## src/rtl/regwb_pkg.sv

```systemverilog
// Shared types and default sizes for the register writeback arbiter.
package regwb_pkg;

  localparam int DEF_DATA_W = 32;
  localparam int DEF_ADDR_W = 5;
  localparam int DEF_NREGS  = 32;
  localparam int DEF_CNT_W  = 2;

  typedef struct packed {
    logic [DEF_ADDR_W-1:0] rd;
    logic [DEF_DATA_W-1:0] data;
  } wb_req_t;

  typedef enum logic {
    GNT_ALU = 1'b0,
    GNT_LSU = 1'b1
  } gnt_src_e;

endpackage

```

## src/rtl/regwb_arbiter_if.sv

```systemverilog
// Bundle of the writeback requesters, issue-stage and register-file write port signals.
interface regwb_arbiter_if
  import regwb_pkg::*;
#(
  parameter int DATA_W = DEF_DATA_W,
  parameter int ADDR_W = DEF_ADDR_W,
  parameter int NREGS  = DEF_NREGS
);
  logic              alu_valid_i;
  logic              alu_ready_o;
  logic [ADDR_W-1:0] alu_rd_i;
  logic [DATA_W-1:0] alu_data_i;
  logic              lsu_valid_i;
  logic              lsu_ready_o;
  logic [ADDR_W-1:0] lsu_rd_i;
  logic [DATA_W-1:0] lsu_data_i;
  logic              issue_valid_i;
  logic              issue_we_i;
  logic [ADDR_W-1:0] issue_rd_i;
  logic [ADDR_W-1:0] issue_rs1_i;
  logic [ADDR_W-1:0] issue_rs2_i;
  logic              issue_ready_o;
  logic              regs_wr_en_o;
  logic [ADDR_W-1:0] rd_addr_o;
  logic [DATA_W-1:0] rd_data_o;
  logic [NREGS-1:0]  busy_o;

  modport slave (
    input  alu_valid_i, alu_rd_i, alu_data_i,
    input  lsu_valid_i, lsu_rd_i, lsu_data_i,
    input  issue_valid_i, issue_we_i, issue_rd_i, issue_rs1_i, issue_rs2_i,
    output alu_ready_o, lsu_ready_o, issue_ready_o,
    output regs_wr_en_o, rd_addr_o, rd_data_o, busy_o
  );

  modport master (
    output alu_valid_i, alu_rd_i, alu_data_i,
    output lsu_valid_i, lsu_rd_i, lsu_data_i,
    output issue_valid_i, issue_we_i, issue_rd_i, issue_rs1_i, issue_rs2_i,
    input  alu_ready_o, lsu_ready_o, issue_ready_o,
    input  regs_wr_en_o, rd_addr_o, rd_data_o, busy_o
  );
endinterface

```

## src/rtl/regwb_scoreboard.sv

```systemverilog
// Per-register pending-write counters and the issue hazard check.
// REGWB_BYPASS_EN: a source whose single pending write is on the port this cycle does not stall.
module regwb_scoreboard
  import regwb_pkg::*;
#(
  parameter int ADDR_W = DEF_ADDR_W,
  parameter int NREGS  = DEF_NREGS,
  parameter int CNT_W  = DEF_CNT_W
) (
  input  logic              clk_i,
  input  logic              rst_i,
  input  logic              i_issue_valid,
  input  logic              i_issue_we,
  input  logic [ADDR_W-1:0] i_issue_rd,
  input  logic [ADDR_W-1:0] i_issue_rs1,
  input  logic [ADDR_W-1:0] i_issue_rs2,
  input  logic              i_wr_en,
  input  logic [ADDR_W-1:0] i_wr_addr,
  output logic              o_issue_ready,
  output logic [NREGS-1:0]  o_busy
);
  localparam logic [CNT_W-1:0] CNT_MAX = '1;
  localparam logic [CNT_W-1:0] CNT_ONE = CNT_W'(1);

  logic [CNT_W-1:0] r_cnt [NREGS];
  logic [NREGS-1:0] w_inc;
  logic [NREGS-1:0] w_dec;
  logic             w_inc_en;
  logic             w_rs1_haz;
  logic             w_rs2_haz;
  logic             w_rd_full;
  logic             w_rs1_byp;
  logic             w_rs2_byp;

  assign w_inc_en = i_issue_valid & o_issue_ready & i_issue_we & (i_issue_rd != '0);

  for (genvar gi = 0; gi < NREGS; gi++) begin : g_reg
    assign w_inc[gi]  = w_inc_en && (i_issue_rd == ADDR_W'(gi));
    assign w_dec[gi]  = i_wr_en && (i_wr_addr == ADDR_W'(gi));
    assign o_busy[gi] = (r_cnt[gi] != '0);
  end

  // Coincident increment and decrement cancel; a decrement at zero is ignored.
  always_ff @(posedge clk_i or posedge rst_i) begin
    if (rst_i) begin
      for (int k = 0; k < NREGS; k++) r_cnt[k] <= '0;
    end else begin
      for (int k = 0; k < NREGS; k++) begin
        if (w_inc[k] && !w_dec[k]) begin
          r_cnt[k] <= r_cnt[k] + CNT_ONE;
        end else if (w_dec[k] && !w_inc[k] && (r_cnt[k] != '0)) begin
          r_cnt[k] <= r_cnt[k] - CNT_ONE;
        end
      end
    end
  end

`ifdef REGWB_BYPASS_EN
  assign w_rs1_byp = (r_cnt[i_issue_rs1] == CNT_ONE) && i_wr_en && (i_wr_addr == i_issue_rs1);
  assign w_rs2_byp = (r_cnt[i_issue_rs2] == CNT_ONE) && i_wr_en && (i_wr_addr == i_issue_rs2);
`else
  assign w_rs1_byp = 1'b0;
  assign w_rs2_byp = 1'b0;
`endif

  assign w_rs1_haz = (i_issue_rs1 != '0) && (r_cnt[i_issue_rs1] != '0) && !w_rs1_byp;
  assign w_rs2_haz = (i_issue_rs2 != '0) && (r_cnt[i_issue_rs2] != '0) && !w_rs2_byp;
  assign w_rd_full = i_issue_we && (r_cnt[i_issue_rd] == CNT_MAX);

  assign o_issue_ready = !rst_i && !w_rs1_haz && !w_rs2_haz && !w_rd_full;

endmodule

```

## src/rtl/regwb_arbiter.sv

```systemverilog
// Round-robin share of the register-file write port between ALU and LSU, plus issue scoreboard.
// Optional macro REGWB_BYPASS_EN enables same-cycle write-to-read hazard bypass in the scoreboard.
module regwb_arbiter
  import regwb_pkg::*;
#(
  parameter int DATA_W = DEF_DATA_W,
  parameter int ADDR_W = DEF_ADDR_W,
  parameter int NREGS  = DEF_NREGS,
  parameter int CNT_W  = DEF_CNT_W
) (
  input  logic           clk_i,
  input  logic           rst_i,
  regwb_arbiter_if.slave bus
);
  gnt_src_e          r_last_gnt;
  logic              r_wr_en;
  logic [ADDR_W-1:0] r_rd_addr;
  logic [DATA_W-1:0] r_rd_data;
  logic              w_gnt_alu;
  logic              w_gnt_lsu;
  wb_req_t           w_req;

  // With both requesting, the one not served last wins.
  always_comb begin
    w_gnt_alu = 1'b0;
    w_gnt_lsu = 1'b0;
    if (!rst_i) begin
      if (bus.alu_valid_i && bus.lsu_valid_i) begin
        w_gnt_alu = (r_last_gnt == GNT_LSU);
        w_gnt_lsu = (r_last_gnt == GNT_ALU);
      end else begin
        w_gnt_alu = bus.alu_valid_i;
        w_gnt_lsu = bus.lsu_valid_i;
      end
    end
  end

  always_comb begin
    w_req.rd   = bus.alu_rd_i;
    w_req.data = bus.alu_data_i;
    if (w_gnt_lsu) begin
      w_req.rd   = bus.lsu_rd_i;
      w_req.data = bus.lsu_data_i;
    end
  end

  // x0 requests complete the handshake but never reach the register file.
  always_ff @(posedge clk_i or posedge rst_i) begin
    if (rst_i) begin
      r_last_gnt <= GNT_LSU;
      r_wr_en    <= 1'b0;
      r_rd_addr  <= '0;
      r_rd_data  <= '0;
    end else begin
      r_wr_en <= 1'b0;
      if (w_gnt_alu || w_gnt_lsu) begin
        r_last_gnt <= w_gnt_lsu ? GNT_LSU : GNT_ALU;
        if (w_req.rd != '0) begin
          r_wr_en   <= 1'b1;
          r_rd_addr <= w_req.rd;
          r_rd_data <= w_req.data;
        end
      end
    end
  end

  assign bus.alu_ready_o  = w_gnt_alu;
  assign bus.lsu_ready_o  = w_gnt_lsu;
  assign bus.regs_wr_en_o = r_wr_en;
  assign bus.rd_addr_o    = r_rd_addr;
  assign bus.rd_data_o    = r_rd_data;

  regwb_scoreboard #(
    .ADDR_W (ADDR_W),
    .NREGS  (NREGS),
    .CNT_W  (CNT_W)
  ) u_scoreboard (
    .clk_i         (clk_i),
    .rst_i         (rst_i),
    .i_issue_valid (bus.issue_valid_i),
    .i_issue_we    (bus.issue_we_i),
    .i_issue_rd    (bus.issue_rd_i),
    .i_issue_rs1   (bus.issue_rs1_i),
    .i_issue_rs2   (bus.issue_rs2_i),
    .i_wr_en       (r_wr_en),
    .i_wr_addr     (r_rd_addr),
    .o_issue_ready (bus.issue_ready_o),
    .o_busy        (bus.busy_o)
  );

endmodule

```

## src/flat_wrapper.sv

```systemverilog
// flat-port wrapper written by rule: the top's interface ports become plain ports
module regwb_arbiter_flat import regwb_pkg::*;
#(
  parameter int DATA_W = DEF_DATA_W,
  parameter int ADDR_W = DEF_ADDR_W,
  parameter int NREGS  = DEF_NREGS,
  parameter int CNT_W  = DEF_CNT_W
)
  (clk_i, rst_i, bus_alu_valid_i, bus_alu_rd_i, bus_alu_data_i, bus_lsu_valid_i, bus_lsu_rd_i, bus_lsu_data_i, bus_issue_valid_i, bus_issue_we_i, bus_issue_rd_i, bus_issue_rs1_i, bus_issue_rs2_i, bus_alu_ready_o, bus_lsu_ready_o, bus_issue_ready_o, bus_regs_wr_en_o, bus_rd_addr_o, bus_rd_data_o, bus_busy_o);
  regwb_arbiter_if #(.DATA_W(DATA_W), .ADDR_W(ADDR_W), .NREGS(NREGS)) bus_i ();
  input  logic clk_i;
  input  logic rst_i;
  input wire logic [$bits(bus_i.alu_valid_i)-1:0] bus_alu_valid_i;
  input wire logic [$bits(bus_i.alu_rd_i)-1:0] bus_alu_rd_i;
  input wire logic [$bits(bus_i.alu_data_i)-1:0] bus_alu_data_i;
  input wire logic [$bits(bus_i.lsu_valid_i)-1:0] bus_lsu_valid_i;
  input wire logic [$bits(bus_i.lsu_rd_i)-1:0] bus_lsu_rd_i;
  input wire logic [$bits(bus_i.lsu_data_i)-1:0] bus_lsu_data_i;
  input wire logic [$bits(bus_i.issue_valid_i)-1:0] bus_issue_valid_i;
  input wire logic [$bits(bus_i.issue_we_i)-1:0] bus_issue_we_i;
  input wire logic [$bits(bus_i.issue_rd_i)-1:0] bus_issue_rd_i;
  input wire logic [$bits(bus_i.issue_rs1_i)-1:0] bus_issue_rs1_i;
  input wire logic [$bits(bus_i.issue_rs2_i)-1:0] bus_issue_rs2_i;
  output wire logic [$bits(bus_i.alu_ready_o)-1:0] bus_alu_ready_o;
  output wire logic [$bits(bus_i.lsu_ready_o)-1:0] bus_lsu_ready_o;
  output wire logic [$bits(bus_i.issue_ready_o)-1:0] bus_issue_ready_o;
  output wire logic [$bits(bus_i.regs_wr_en_o)-1:0] bus_regs_wr_en_o;
  output wire logic [$bits(bus_i.rd_addr_o)-1:0] bus_rd_addr_o;
  output wire logic [$bits(bus_i.rd_data_o)-1:0] bus_rd_data_o;
  output wire logic [$bits(bus_i.busy_o)-1:0] bus_busy_o;
  assign bus_i.alu_valid_i = bus_alu_valid_i;
  assign bus_i.alu_rd_i = bus_alu_rd_i;
  assign bus_i.alu_data_i = bus_alu_data_i;
  assign bus_i.lsu_valid_i = bus_lsu_valid_i;
  assign bus_i.lsu_rd_i = bus_lsu_rd_i;
  assign bus_i.lsu_data_i = bus_lsu_data_i;
  assign bus_i.issue_valid_i = bus_issue_valid_i;
  assign bus_i.issue_we_i = bus_issue_we_i;
  assign bus_i.issue_rd_i = bus_issue_rd_i;
  assign bus_i.issue_rs1_i = bus_issue_rs1_i;
  assign bus_i.issue_rs2_i = bus_issue_rs2_i;
  assign bus_alu_ready_o = bus_i.alu_ready_o;
  assign bus_lsu_ready_o = bus_i.lsu_ready_o;
  assign bus_issue_ready_o = bus_i.issue_ready_o;
  assign bus_regs_wr_en_o = bus_i.regs_wr_en_o;
  assign bus_rd_addr_o = bus_i.rd_addr_o;
  assign bus_rd_data_o = bus_i.rd_data_o;
  assign bus_busy_o = bus_i.busy_o;
  regwb_arbiter #(.DATA_W(DATA_W), .ADDR_W(ADDR_W), .NREGS(NREGS), .CNT_W(CNT_W)) u_core (.clk_i(clk_i), .rst_i(rst_i), .bus(bus_i));
endmodule
```

## config.mk

```make
export PLATFORM = sky130hd
export DESIGN_NAME = regwb_arbiter_flat
export DESIGN_NICKNAME = d
export VERILOG_FILES = /design/src/rtl/regwb_pkg.sv /design/src/rtl/regwb_arbiter_if.sv /design/src/rtl/regwb_scoreboard.sv /design/src/rtl/regwb_arbiter.sv /design/src/flat_wrapper.sv
export SDC_FILE = /design/constraint.sdc
export NUM_CORES = 1
export LEC_CHECK = 0
export ABC_CLOCK_PERIOD_IN_PS = 3800
export BUFFER_PORTS_ARGS = -buffer_cell sky130_fd_sc_hd__buf_2
export CORE_UTILIZATION = 45
export DETAILED_ROUTE_END_ITERATION = 6
export GPL_TIMING_DRIVEN = 0
export PLACE_DENSITY = 0.72
export SKIP_LAST_GASP = 1
export SYNTH_ARGS = -nofsm -noshare
export SYNTH_HDL_FRONTEND = slang
export SYNTH_SLANG_ARGS = --single-unit
```

## constraint.sdc

```tcl
create_clock -name clk_i -period 3.8 [get_ports clk_i]
set_clock_uncertainty 0.1 [all_clocks]
set_input_delay 0.19 -clock clk_i [delete_from_list [all_inputs] [get_ports clk_i]]
set_output_delay 0.19 -clock clk_i [all_outputs]
set_load 0.005 [all_outputs]
```

## Yosys cells after proc, flatten, opt, wreduce, memory -nomap -nowiden

Cells that the tools add are included.

- Register bits: 103
- Input port bits: 95
- Output and inout port bits: 73
- Word-level logic and storage cells: 563

- Add/subtract/negate cells: 64
- $lt $le $gt $ge: 3
- Equality and inequality tests: 63
- Muxes and demuxes: 81
- Bitwise operators: 7
- Reductions and logical operators: 309

Operators with widths:

| kind | count |
|---|---|
| logical AND 1 bit | 167 |
| == test 5 bit, second input constant | 32 |
| two-way mux 2 bit | 70 |
| nonzero test 2 bit | 66 |
| == test 5 x 4 -> 1 bit, second input constant | 16 |
| zero test 1 bit | 68 |
| adder 2 x 1 -> 2 bit, second input constant | 32 |
| subtractor 2 x 1 -> 2 bit, second input constant | 32 |
| == test 5 x 3 -> 1 bit, second input constant | 8 |
| two-way mux 37 bit | 1 |
| binary-select mux 2 bit (select 5 bit) | 3 |
| == test 5 x 2 -> 1 bit, second input constant | 4 |
| nonzero test 5 bit | 4 |
| >= comparator 6 bit, second input constant | 3 |
| inverter 5 -> 6 bit | 3 |
| == test 5 x 1 -> 1 bit, second input constant | 2 |
| zero test 5 bit | 2 |
| two-way mux 1 bit | 7 |
| bitwise AND 1 bit | 3 |
| == test 2 bit, second input constant | 1 |
| AND reduction 2 bit | 1 |
| logical OR 1 bit | 1 |
| inverter 1 bit | 1 |

## Longest topological paths before layout

- Word-level depth: 19
- Gate-level depth with buffers: 12
- Mapped depth without buffers: 9

## Hierarchy

Synthesis repeated with hierarchy kept, for this count alone.

- Cell total of the unflattened synthesis: 847
- Area total of the unflattened synthesis: 7677.4 um^2

By module, submodules not included:

| module | instances | cells each | area an instance (um^2) | sequential area each (um^2) |
|---|---|---|---|---|
| regwb_scoreboard | 1 | 690 | 5479.0 | 1601.5 |
| regwb_arbiter | 1 | 157 | 2198.4 | 977.2 |

## Worst setup path before layout

Ideal clock, no wire load.

- Path kind: input -> register
- From: input rst_i
- To: register u_core.r_rd_addr[3] (netlist: u_core.bus.rd_addr_o[3])
- Setup time: 137 ps
- Data arrival time: 3880 ps
- Required time: 3563 ps
- Path slack: -317 ps
- Stages on the path: 6
- Path buffers: 2
- Path through: inv_1 and2_1 clkbuf_1 clkbuf_1 mux2i_1 a21oi_1

- Word-level cells in the longest chain between the ends: 4
- Elaborated cells between the ends (all ways): 6
- Those cells by class: mux (3); reduce/logical (3)

Ends and longest elaborated chain:

| what | RTL line | text |
|---|---|---|
| start, declared | flat_wrapper.sv:12 | `input logic rst_i;` |
| two-way mux 1 bit (*) | regwb_arbiter.sv:27 | `if (!rst_i) begin` |
| named net bus_lsu_ready_o | flat_wrapper.sv:25 | `output wire logic [$bits(bus_i.lsu_ready_o)-1:0] bus_lsu_ready_o;` |
| two-way mux 37 bit | regwb_arbiter.sv:41 | `if (w_gnt_lsu) begin` |
| nonzero test 5 bit | regwb_arbiter.sv:58 | `if (w_req.rd != '0) begin` |
| AND reduction 2 bit (no line) | -- |  |
| end signal, assigned | regwb_arbiter.sv:60 | `r_rd_addr <= w_req.rd;` |
| end, declared | regwb_arbiter.sv:17 | `logic [ADDR_W-1:0] r_rd_addr;` |

The timed path passes the listed nets; every way through them passes the cells marked *.
A chain may end at the register's enable or synchronous reset.

## Final worst setup path

- From: register u_core.u_scoreboard.r_cnt[12] in the netlist's numbering
- To: output bus_issue_ready_o

- Word-level cells in the longest chain between the ends: 9
- Elaborated cells between the ends (all ways): 21
- Those cells by class: eq/ne (1); mux (9); reduce/logical (11)

Ends and longest elaborated chain:

| what | RTL line | text |
|---|---|---|
| start, declared | regwb_scoreboard.sv:25 | `logic [CNT_W-1:0] r_cnt [NREGS];` |
| start signal, assigned by index | regwb_scoreboard.sv:50 | `r_cnt[k] <= r_cnt[k] + CNT_ONE;` |
| start signal, assigned by index | regwb_scoreboard.sv:52 | `r_cnt[k] <= r_cnt[k] - CNT_ONE;` |
| binary-select mux 2 bit (select 5 bit) | regwb_scoreboard.sv:66 | `assign w_rs1_haz = (i_issue_rs1 != '0) && (r_cnt[i_issue_rs1] != '0) && !w_rs1_byp;` |
| two-way mux 2 bit (not written as such) (2 in series) | regwb_scoreboard.sv:66 |  |
| nonzero test 2 bit | regwb_scoreboard.sv:66 |  |
| logical AND 1 bit | regwb_scoreboard.sv:66 |  |
| zero test 1 bit | regwb_scoreboard.sv:70 | `assign o_issue_ready = !rst_i && !w_rs1_haz && !w_rs2_haz && !w_rd_full;` |
| logical AND 1 bit (2 in series) | regwb_scoreboard.sv:70 |  |
| logical AND 1 bit (*) | regwb_scoreboard.sv:70 |  |
| end, declared | flat_wrapper.sv:26 | `output wire logic [$bits(bus_i.issue_ready_o)-1:0] bus_issue_ready_o;` |

Every way passes the cells marked *; elsewhere a longest branch is shown, timed or not. The select of a mux whose other input is x is not followed.

==> metrics.yaml <==
global_route:
  track_usage_pct: 29.67
  grt-ovfl-total: 0
  antenna_found_initial: 0
  grt_max_degree: 42
  grt_pass1_vias: 6909
  grt_pass1_wl_um: 36710
synthesis:
  seq_area_frac_synth_pct: 36.76
  yosysTopAreaCell: "dfrtp_1"
  synth.most_common_cell: "nor2_1"
  synth_ff_type: "dfrtp_1"
  synth_cells: 831
  ys_types: 65
  ys_async_sr_fraction_pct: 100.0
  synth_nets: 927
  netlist_area_um2: 7014
  yosysTopAreaCellShare_pct: 36.39
  synthTopCellsByArea: "dfrtp_1 (36%), nor2_1 (7.3%), mux2i_1 (5.4%)"
  synth_edf_count: 0
  ys_warn_count: 0
  ys_ff_latch: 103
  avgSynthCellArea_um2: 8.441
  synth_common_cells: "nor2_1 (136), dfrtp_1 (102), nand2_1 (62)"
placed_design:
  place_congestion: 1.018
  portBuffers: 163
  placed_area_um2: 8109
  dpl.hpwl_um: 17920
cts:
  cts_htree_levels: 3
  clk_path_buf_depth: 2
  cts.sinks: 103
  insertion_delay_ns: 0.36
  cts_resized: 0
  clkTransAtPathRegs_ns: 0.08
  cts_buffers: 9
  cts_tree: "built"
  cts_hold_buf: 1
  postCtsSetupRepairBufs: 0
  cts_root_buf: "clkbuf_16"
layout:
  seqCellArea_um2: 2579
  antenna-diode-count: 0
  fill_cells: 1467
  nets: 1104
  multi_input_area_um2: 4079
  finish.instance_area_um2: 8441
  area_growth_pct: 20.34
  drive_gt1_share_pct: 23.79
timing:
  maxSlewViolCount: 0
  fmax_ghz: 0.2869
  slew_headroom_pct: 44.10
  setup_viol: 0
  worstMarginPinSlew_ns: 0.8355
  finalHoldViolations: 24
  finalCriticalPeriod_ns: 3.486
  hold_slack_ns: -0.01585
  finalSetupTns_ns: 0
  post-route-period-util_pct: 91.74
  rsz0062_at_grt: "false"
detailed_routing:
  drc: 0
  drt-wirelength-per-cell_um: 19.46
  routed_wl_um: 23380
  drt_first_pass_iters: 7
  top_layer_used: "met4"
  drt-met1-wl_um: 9742
  ant_nets: 0
  drt_iter0_markers: 724
  wl_met3_um: 2168
  met2_length_um: 10750
  vias: 7403
  viasPerCell: 6.164
die:
  core_um2: 15200
  die_w_um: 126.9
  die_h_um: 126.9
  initial_core_util_pct: 46.14
  die_area_um2: 16090
  placementRows: 45
  ioPinCount: 168
power:
  power.share.clock_pct: 32.3
  swShare_pct: 33.29
  comb_power_share_pct: 25.2
  pwr-share-seq_pct: 42.6
  leakagePower_uw: 0.003649
  ir_worst_vdd_v: 0.0002287
  switchingPower_uw: 1048
  powerDensity_nw_per_um2: 373.1
  p_int_uw: 2101
status:
  violations: "hold timing"
  outcome: "complete, but fails checks"
worst_setup_path:
  critPathLaunchType: "flop"
  r2r_end: "u_core.u_scoreboard.r_cnt[4]"
  cp.required_ns: 3.51
  r2r_cells: 10
  critPathCaptureType: "output port"
  r2r_start: "u_core.u_scoreboard.r_cnt[24]"
  cp_max_fo: 10
  arrival_ns: 3.20
  timing.reg2reg.setup_slack_ns: 0.40
  crit_type: "flop to output port"
hold_path:
  hold_class: "input port to async pin"
run:
  drv_cap: 0
-- kinds of logic (layout without fill, tap and decap cells) --
group,count (synthesis),count (layout),synth area share [%]
AO/OA/AOI/OAI,204,204,20.91
flip-flops,103,103,36.76
AND/OR/NAND/NOR,385,385,27.85
multiplexers,48,48,8.473
XOR/XNOR,6,6,0.7492
buffers and inverters,84,266,5.084
adder cells (fa/ha/maj),1,1,0.1784
-- critical path, stage by stage, from the launching register on --
cell and delay [ns]:
dfrtp_1 0.33, clkbuf_1 0.28, nand2_1 0.13, mux4_2 0.47
nor3_1 0.20, a2bb2oi_1 0.24, or2_1 0.14, clkbuf_1 0.20
buf_1 0.56, a21oi_1 0.14, buf_2 0.15
-- power by group through the flow --
| stage | clock network, uW | logic (uW) | registers, uW |
|---|---|---|---|
| 2_1_floorplan | 0 | 432 | 1330 |
| 3_3_place_gp | 0 | 768 | 1350 |
| 3_5_place_dp | 0 | 784 | 1350 |
| 4_1_cts | 1030 | 786 | 1340 |
| 5_1_grt | 1080 | 868 | 1360 |
| 6_report | 1020 | 793 | 1340 |
-- worst max path at each step --
| stage | from | end | slack [ns] | cells after the start |
|---|---|---|---|---|
| floorplan | rst_i | u_core.bus.rd_addr_o[3] | 0.64 | 6 |
| global placement | rst_i | u_core.bus.rd_data_o[27] | -0.58 | 7 |
| detailed placement | u_core.u_scoreboard.r_cnt[26] | u_core.u_scoreboard.r_cnt[7] | 0.43 | 10 |
| CTS | u_core.u_scoreboard.r_cnt[12] | bus_issue_ready_o | 0.40 | 10 |
| global route | u_core.u_scoreboard.r_cnt[24] | u_core.u_scoreboard.r_cnt[4] | 0.13 | 10 |
| finish | u_core.u_scoreboard.r_cnt[12] | bus_issue_ready_o | 0.31 | 10 |
-- flip-flops by register name (all words and copies together) (netlist names) --
signal,cells
u_core.bus.regs_wr_en_o,1
u_core.r_last_gnt,1
u_core.u_scoreboard.r_cnt,64
u_core.bus.rd_data_o,32
u_core.bus.rd_addr_o,5
-- through the flow --
stage | cells | total power (uW) | util (%) | setup WS [ns]
2_1_floorplan | 831 | 1766 | - | 0.6351
3_3_place_gp | 1182 | 2121 | 53.08 | -0.5750
3_5_place_dp | 1184 | 2138 | 53.34 | 0.4260
4_1_cts | 1201 | 3154 | 55.52 | 0.4037
5_1_grt | 1201 | 3302 | 55.52 | 0.1302
6_report | 1201 | 3149 | 55.52 | 0.3139
-- placed cells by master, fill, tap and decap left out, types with 8 or more instances in the layout --
| cell type | synthesis | final |
|---|---|---|
| inv_1 | 40 | 39 |
| nor3_1 | 47 | 47 |
| a311oi_1 | 28 | 28 |
| nand2_1 | 62 | 62 |
| nor4_1 | 18 | 18 |
| mux4_2 | 9 | 9 |
| buf_2 | 6 | 169 |
| and3_1 | 28 | 28 |
| a211oi_1 | 49 | 49 |
| dfrtp_1 | 102 | 102 |
| nand2b_1 | 9 | 9 |
| o21ai_0 | 17 | 17 |
| nor2b_1 | 9 | 9 |
| clkbuf_16 | 0 | 9 |
| clkbuf_1 | 24 | 25 |
| nand3_1 | 15 | 15 |
| nor4_2 | 8 | 8 |
| a21oi_1 | 59 | 59 |
| nor2_1 | 136 | 136 |
| or3_1 | 19 | 19 |
| mux2i_1 | 38 | 38 |
-- area by class of cell --
| class | instances | area share [%] |
|---|---|---|
| multi-input cells | 644 | 48.32 |
| flip-flops and latches | 103 | 30.55 |
| repair buffers | 166 | 10.26 |
| well taps | 188 | 2.787 |
| clock buffers | 10 | 2.713 |
| plain buffers | 43 | 2.401 |
| inverters | 41 | 1.868 |
| clock inverters | 6 | 1.097 |
-- per-layer routing --
layer	GRT usage, %	vias up
met4	12.68	0
met3	5.609	64
met2	47.38	434
met1	39.47	3453
met5	0	-
li1	-	3452
Note: power is estimated with default switching activity, not from simulation.
